### src/rtl/arb_pkg.sv
// Shared types and constants for the 8-way round-robin arbiter.
// Imported by the arbiter top and its select logic.
package arb_pkg;

    localparam int N        = 8;
    localparam int IDXW     = 3;
    localparam int HOLD_DEF = 16;

    typedef enum logic {
        IDLE  = 1'b0,
        GRANT = 1'b1
    } state_t;

endpackage

### src/rtl/prio_enc_8to3.sv
// Combinational 8-to-3 priority encoder.
// The lowest set bit wins; valid flags a non-zero input.
module prio_enc_8to3 (
    input  logic [7:0] in,
    output logic [2:0] out,
    output logic       valid
);

    always_comb begin
        out   = 3'd0;
        valid = 1'b1;
        priority case (1'b1)
            in[0]:   out = 3'd0;
            in[1]:   out = 3'd1;
            in[2]:   out = 3'd2;
            in[3]:   out = 3'd3;
            in[4]:   out = 3'd4;
            in[5]:   out = 3'd5;
            in[6]:   out = 3'd6;
            in[7]:   out = 3'd7;
            default: valid = 1'b0;
        endcase
    end

endmodule

### src/rtl/rr_arbiter_8.sv
// Round-robin arbiter for 8 requesters with registered grant,
// done/drop release and a hold timeout.
module rr_arbiter_8 #(
    parameter int N        = 8,
    parameter int IDXW     = 3,
    parameter int HOLD_MAX = 16
) (
    input  logic            clk,
    input  logic            rst,
    input  logic [N-1:0]    req,
    input  logic            done,
    output logic [N-1:0]    gnt,
    output logic [IDXW-1:0] gnt_idx,
    output logic            gnt_valid,
    output logic            timeout
);

    import arb_pkg::*;

    if (N != arb_pkg::N || IDXW != arb_pkg::IDXW) begin : g_size_chk
        $error("rr_arbiter_8 supports only N=8, IDXW=3");
    end

    localparam int HCW  = $clog2(HOLD_MAX) + 1;
    localparam int HLIM = (HOLD_MAX == 0) ? 0 : HOLD_MAX - 1;

    localparam logic [HCW-1:0] HOLD_LIM = HCW'(HLIM);

    state_t          state;
    state_t          state_nxt;
    logic [IDXW-1:0] ptr;
    logic [IDXW-1:0] ptr_nxt;
    logic [HCW-1:0]  hold_cnt;
    logic [HCW-1:0]  hold_nxt;
    logic [N-1:0]    gnt_nxt;
    logic [IDXW-1:0] idx_nxt;
    logic            vld_nxt;
    logic            to_nxt;

    logic [2*N-1:0]  req_dbl;
    logic [N-1:0]    req_rot;
    logic [IDXW-1:0] enc_off;
    logic            enc_vld;
    logic [IDXW-1:0] pick_idx;

    logic            rel_done;
    logic            rel_drop;
    logic            rel_to;
    logic            rel;

    // Rotating right by ptr puts requester ptr at bit 0, so the
    // lowest-set-bit encoder scans ptr, ptr+1, ... with wrap.
    assign req_dbl  = {req, req} >> ptr;
    assign req_rot  = req_dbl[N-1:0];
    assign pick_idx = enc_off + ptr;

    prio_enc_8to3 u_enc (
        .in    (req_rot),
        .out   (enc_off),
        .valid (enc_vld)
    );

    assign rel_done = done;
    assign rel_drop = ~req[gnt_idx];
    assign rel_to   = (HOLD_MAX != 0) && (hold_cnt == HOLD_LIM);
    assign rel      = rel_done | rel_drop | rel_to;

    always_ff @(posedge clk or posedge rst) begin
        if (rst) begin
            state <= IDLE;
        end else begin
            state <= state_nxt;
        end
    end

    always_comb begin
        state_nxt = state;
        unique case (state)
            IDLE: begin
                if (enc_vld) begin
                    state_nxt = GRANT;
                end
            end
            GRANT: begin
                if (rel) begin
                    state_nxt = IDLE;
                end
            end
            default: state_nxt = IDLE;
        endcase
    end

    always_comb begin
        gnt_nxt  = gnt;
        idx_nxt  = gnt_idx;
        vld_nxt  = gnt_valid;
        to_nxt   = 1'b0;
        ptr_nxt  = ptr;
        hold_nxt = hold_cnt;
        unique case (state)
            IDLE: begin
                gnt_nxt  = '0;
                vld_nxt  = 1'b0;
                hold_nxt = '0;
                if (enc_vld) begin
                    gnt_nxt = N'(1) << pick_idx;
                    idx_nxt = pick_idx;
                    vld_nxt = 1'b1;
                end
            end
            GRANT: begin
                if (rel) begin
                    gnt_nxt  = '0;
                    vld_nxt  = 1'b0;
                    hold_nxt = '0;
                    ptr_nxt  = gnt_idx + IDXW'(1);
                    // Only a pure timeout is flagged; a coincident
                    // done or drop counts as a normal release.
                    to_nxt   = rel_to & ~rel_done & ~rel_drop;
                end else if (hold_cnt != HOLD_LIM) begin
                    hold_nxt = hold_cnt + HCW'(1);
                end
            end
            default: begin
                gnt_nxt = '0;
                vld_nxt = 1'b0;
            end
        endcase
    end

    always_ff @(posedge clk or posedge rst) begin
        if (rst) begin
            gnt       <= '0;
            gnt_idx   <= '0;
            gnt_valid <= 1'b0;
            timeout   <= 1'b0;
            ptr       <= '0;
            hold_cnt  <= '0;
        end else begin
            gnt       <= gnt_nxt;
            gnt_idx   <= idx_nxt;
            gnt_valid <= vld_nxt;
            timeout   <= to_nxt;
            ptr       <= ptr_nxt;
            hold_cnt  <= hold_nxt;
        end
    end

endmodule
### config.mk
export PLATFORM = sky130hd
export DESIGN_NAME = rr_arbiter_8
export DESIGN_NICKNAME = d
export VERILOG_FILES = /design/src/rtl/arb_pkg.sv /design/src/rtl/prio_enc_8to3.sv /design/src/rtl/rr_arbiter_8.sv
export SDC_FILE = /design/constraint.sdc
export NUM_CORES = 1
export LEC_CHECK = 0
export ABC_AREA = 1
export BUFFER_PORTS_ARGS = -buffer_cell sky130_fd_sc_hd__buf_2
export CAP_MARGIN = 20
export CORE_UTILIZATION = 50
export CTS_CLUSTER_DIAMETER = 40
export DETAILED_ROUTE_END_ITERATION = 6
export PLACE_DENSITY = 0.7
export SLEW_MARGIN = 10
export SYNTH_ARGS = -nofsm -noshare
export SYNTH_HDL_FRONTEND = slang
export SYNTH_HIERARCHICAL = 1
export SYNTH_SLANG_ARGS = --single-unit
export TNS_END_PERCENT = 30
### constraint.sdc
create_clock -name clk -period 4.2 [get_ports clk]
set_input_delay 0.21 -clock clk [delete_from_list [all_inputs] [get_ports clk]]
set_output_delay 0.21 -clock clk [all_outputs]
set_load 0.01 [all_outputs]
## Yosys cells after proc, flatten, opt, wreduce, memory -nomap -nowiden

Index checks and enable logic that the tools add are counted.

- Bits in registers: 22
- Output and inout port bits: 13

- Add/subtract/negate cells: 3
- Order comparisons: 1
- Eq/ne operators: 4
- Shift operators: 2
- Multiplexer cells: 31
- Bitwise operators: 7
- Reductions and logical operators: 2

Operator list:

| cell | count |
|---|---|
| $mux W3 | 8 |
| $mux W8 | 2 |
| $pmux W8 S2 | 1 |
| $shr A16 B3 Y8 | 1 |
| $mux W1 | 14 |
| $mux W5 | 2 |
| $pmux W5 S2 | 1 |
| $shl A1 B3 Y8 const A | 1 |
| $add A5 B1 Y5 const B | 1 |
| $eq A5 B4 Y1 const B | 1 |
| $ne A5 B4 Y1 const B | 1 |
| $lt A3 B4 Y1 const B | 1 |
| $pmux W1 S2 | 2 |
| $reduce_and A2 Y1 | 2 |
| $add A3 B1 Y3 const B | 1 |
| $add A3 B3 Y3 | 1 |
| $bmux W1 S3 | 1 |
| $ne A3 B1 Y1 const B | 1 |
| $not A1 Y1 | 3 |
| $and A1 B1 Y1 | 2 |
| $ne A2 B1 Y1 const B | 1 |
| $or A1 B1 Y1 | 2 |

## Longest topological paths before layout

- Depth in word-level cells: 13
- Gate-level depth with buffers: 23
- Depth with buffers taken out: 21

## Cells and area by module

The synthesis kept the hierarchy.

Modules (own cells, without submodules):

| module | times used | cells each | area an instance (um^2) | seq. area each (um^2) |
|---|---|---|---|---|
| rr_arbiter_8 | 1 | 183 | 1386.3 | 550.5 |
| prio_enc_8to3 | 1 | 22 | 98.8 | 0.0 |

## Worst setup path before layout

Ideal clock, no wire load.

- Path kind: reg-to-reg
- Start point: reg ptr[0]
- End point: reg gnt_idx[2]
- Arrival: 2844 ps
- Path slack: 1232 ps
- Cell stages (with the launch flop): 19
- Path through: dfrtp_1 -> clkbuf_2 -> buf_2 -> o21ai_0 -> mux2i_1 -> o21ai_0 -> inv_1 -> nand2_1 -> nand2_1 -> nand2_1 -> nand2_1 -> a21oi_1 -> ha_1 -> inv_1 -> fa_1 -> xnor2_1 -> xnor2_1 -> nor2_1 -> o21bai_1

- Elaborated cells between the ends (all ways): 19

RTL lines:

| what | RTL line | RTL |
|---|---|---|
| start: declaration | rr_arbiter_8.sv:31 | `logic [IDXW-1:0] ptr;` |
| start signal: assignment | rr_arbiter_8.sv:144 | `ptr <= ptr_nxt;` |
| $shr A16 B3 Y8 | rr_arbiter_8.sv:53 | `assign req_dbl = {req, req} >> ptr;` |
| net req_dbl[5] | rr_arbiter_8.sv:40 | `logic [2*N-1:0] req_dbl;` |
| $mux W3 (6 in a row) | prio_enc_8to3.sv:12 | `priority case (1'b1)` |
| net enc_off[0] | rr_arbiter_8.sv:42 | `logic [IDXW-1:0] enc_off;` |
| $add A3 B3 Y3 | rr_arbiter_8.sv:55 | `assign pick_idx = enc_off + ptr;` |
| end signal: assignment | rr_arbiter_8.sv:141 | `gnt_idx <= idx_nxt;` |
| end: declaration | rr_arbiter_8.sv:13 | `output logic [IDXW-1:0] gnt_idx,` |

The timed path passes the listed nets, and every way through them passes these cells.
A chain may end at the register's enable or synchronous reset.

## Worst setup path after layout

Same ends and word-level chain as after synthesis.

==> reports/qor.yml <==
outcome:
  outcome: "completed"
sta:
  slew-limit-headroom_pct: 45.0
  grt_setup_unrepaired: "false"
  fmax_ghz: 0.309
  min_hold_slack_ns: 0.0560
  layout_worst_path_cycle_share_pct: 77.1
  tightestPinTransition_ns: 0.824
  report.final.slew_viol_count: 0
  hold_viol: 0
  totalNegativeSetupSlack_ns: 0
  layout_setup_ws_ns: 0.962
  setup_violations: 0
  final.setup_skew_ns: 0.00112
  period_needed_ns: 3.24
detailed_routing:
  pre_antenna_drt_iters: 5
  dr.first_iter.drc_count: 49
  routed_via_density: 5.41
  drt_drc_violations_left: 0
  postRouteWirelength_um: 3140
  postRouteAntennaNets: 0
  routed-via-count: 1386
  wire_per_inst_um: 12.3
setup_path:
  worstPathBufferInverterCount: 2
  critical_path.startpoint: "ptr[0]"
  r2r_setup_slack_ns: 0.96
  critical_path_required_ns: 4.39
  endpoint_kind: "flop"
  cp_slowest_stage_delay_ns: 0.56
  timing.critical_path.arrival_ns: 3.43
  path_delay_family: "compound AO/OA/AOI/OAI gates"
  path_common_cell: "nand2_1"
  cp_slowest_cell: "dfrtp_1"
  setup.worst_path.class: "flop to flop"
  worst_setup_path_endpoint: "gnt_idx[2]"
  r2r_start: "ptr[0]"
  crit_chain: "o21ai_0, mux2i_1, o21ai_0, inv_1, nand2_1, nand2_1, nand2_1, nand2_1, a21oi_1, ha_1, inv_1, fa_1, xnor2_1, xnor2_1, nor2_1, o21bai_1"
  cp.depth: 16
  cp_max_fo: 18
  r2r_end: "gnt_idx[2]"
  worstSetupStartpointType: "flop"
  ff_to_ff_path_depth: 16
synth:
  netlist_instances: 205
  synth.largest_area_cell: "dfrtp_1"
  synth_top_area_share_pct: 37.1
  ys_warn_count: 6
  post-synth-top-count-cell: "nand2_1"
  synthTopCellsByArea: "dfrtp_1 37%, nand2_1 16%, inv_1 7.6%"
  list_of_most_frequent_post_synthesis_cells: "62 x nand2_1, 30 x inv_1, 22 x dfrtp_1"
  synthArstFlopShare_pct: 100
  synth_edf_count: 0
  flop_and_latch_count_out_of_synthesis: 22
  synthesized_area_per_cell_um2: 7.24
  ys_seq_area_share_pct: 37.1
  netlist_area_um2: 1490
  postSynthNetCount: 221
  prevailing_post_synth_register_cell: "dfrtp_1"
  yosys.cell_types.count: 29
power:
  leakage_nw: 0.945
  switching_power_uw: 730
  p_total_mw: 1.34
  p_int_uw: 614
  power-per-cell-area_nw_per_um2: 822
  share_of_total_power_consumed_by_net_switching_pct: 54.3
  power.sequential.fraction_pct: 28.2
  pwr-share-clk_pct: 6.8
  comb_power_share_pct: 65.0
  irDropWorstVdd_mv: 0.547
grt:
  number_of_antenna_violations_at_the_first_check_in_global_routing: 0
  first_pass_grt_wire_length_um: 5310
  global_route.peak_usage_layer: "met2"
  vias_in_the_first_global_route: 1241
  gr-total-overflow: 0
  grt.total_usage_pct: 20.9
  grt_start_max_net_pins: 23
  grt.met2_usage_pct: 34.8
  grt_util_met3_pct: 5.30
  grt_util_met1_pct: 27.9
floorplan:
  ioPinCount: 24
  die_area_um2: 3190
  design.core.area_um2: 2780
  fp.dieW_um: 56.5
  die-height_um: 56.5
  placement_rows: 19
  start_util_pct: 53.4
cts:
  postCtsSetupBuffers: 0
  clock_tree.htree_level_count: 1
  clock_latency_ns: 0.30
  cts_max_path_buffers: 2
  postCtsHoldBufs: 0
  cts_resized: 0
  clock_tree_sinks: 22
  tritoncts: "done"
  clk_transition_reported_paths_ns: 0.11
  cts-root-buf: "clkbuf_4"
  cts_inserted_buffers: 3
cells_and_area:
  area.growth.synth_to_final_pct: 10.1
  final_core_occ_pct: 58.8
  layout.nets: 243
  num_antenna_cells: 0
  fillerInstances: 264
  final-seq-area_um2: 551
  multi_input_area_um2: 785
  share_of_post_route_cells_with_drive_strength_above_1_pct: 15.6
placement:
  detailedPlacementHpwl_um: 2450
  gp_congestion: 0.883
  place_ws_ns: 1.00
  place.port_buffers: 23
worst_hold_path:
  hp-class: "input pin to asynchronous set/reset pin"
flow_run:
  cap_viol_max_count: 0
==> metrics by stage <==
step,std cells,instance area (um^2)
2_1_floorplan,205,1490
3_3_place_gp,253,1610
3_5_place_dp,253,1610
4_1_cts,256,1640
5_1_grt,256,1640
6_report,256,1640
==> per-layer routing <==
metal,part of all wire (%),up-vias
li1,-,701
met2,48,36
met3,3.7,4
met4,0.57,0
met1,48,645
met5,0,-
==> how the worst min path moves through the flow <==
stage | to | slack, ns
finish | hold_cnt[4] | 0.06
global route | gnt[2] | 0.11
CTS | gnt[2] | 0.07
detailed placement | hold_cnt[4] | 0.41
global placement | gnt_valid | 0.40
floorplan | gnt[0] | 0.20
==> sequential cells by signal, indices dropped and copies added, names as in the netlist <==
signal	cells
ptr	3
timeout	1
gnt_idx	3
state	1
hold_cnt	5
gnt	8
gnt_valid	1
==> cells by family after synthesis <==
| logic type | synth area share [%] |
|---|---|
| and+or+nand+nor | 35.1 |
| buffers and inverters | 10.1 |
| DFF | 37.1 |
| AOI/OAI and AO/OA | 7.33 |
| xor gates and xnor gates | 2.95 |
| adders and majority gates | 4.72 |
| muxes | 2.70 |
==> power groups by stage <==
| stage | combinational [mW] | sequential [mW] | clock (mW) |
|---|---|---|---|
| final | 0.873 | 0.379 | 0.0914 |
| after global routing | 0.984 | 0.394 | 0.106 |
| after CTS | 0.865 | 0.378 | 0.0988 |
| after detailed placement | 0.858 | 0.382 | 0 |
| after global placement | 0.830 | 0.380 | 0 |
| after floorplan | 0.715 | 0.338 | 0 |
==> placed cells by master (no fill, tap or decap), drive strengths merged, types with 2 or more instances in the layout <==
cell    netlist  routed
a21oi         5       5
clkbuf        3       3
nand2        63      63
inv          33      33
buf           3      23
mux2i         4       4
xor2          2       2
xnor2         3       3
nand4        13      13
dfrtp        22      22
ha            4       4
nor2         13      13
nand3        16      16
o21ai        14      14
==> area by class of cell <==
class	instances	area share, %
Multi-Input combinational cell	144	48.0
Sequential cell	22	33.7
Inverter	33	7.57
Timing Repair Buffer	23	7.04
Tap cell	31	2.37
Clock buffer	3	1.38
Power figures use the tool's default switching activity.
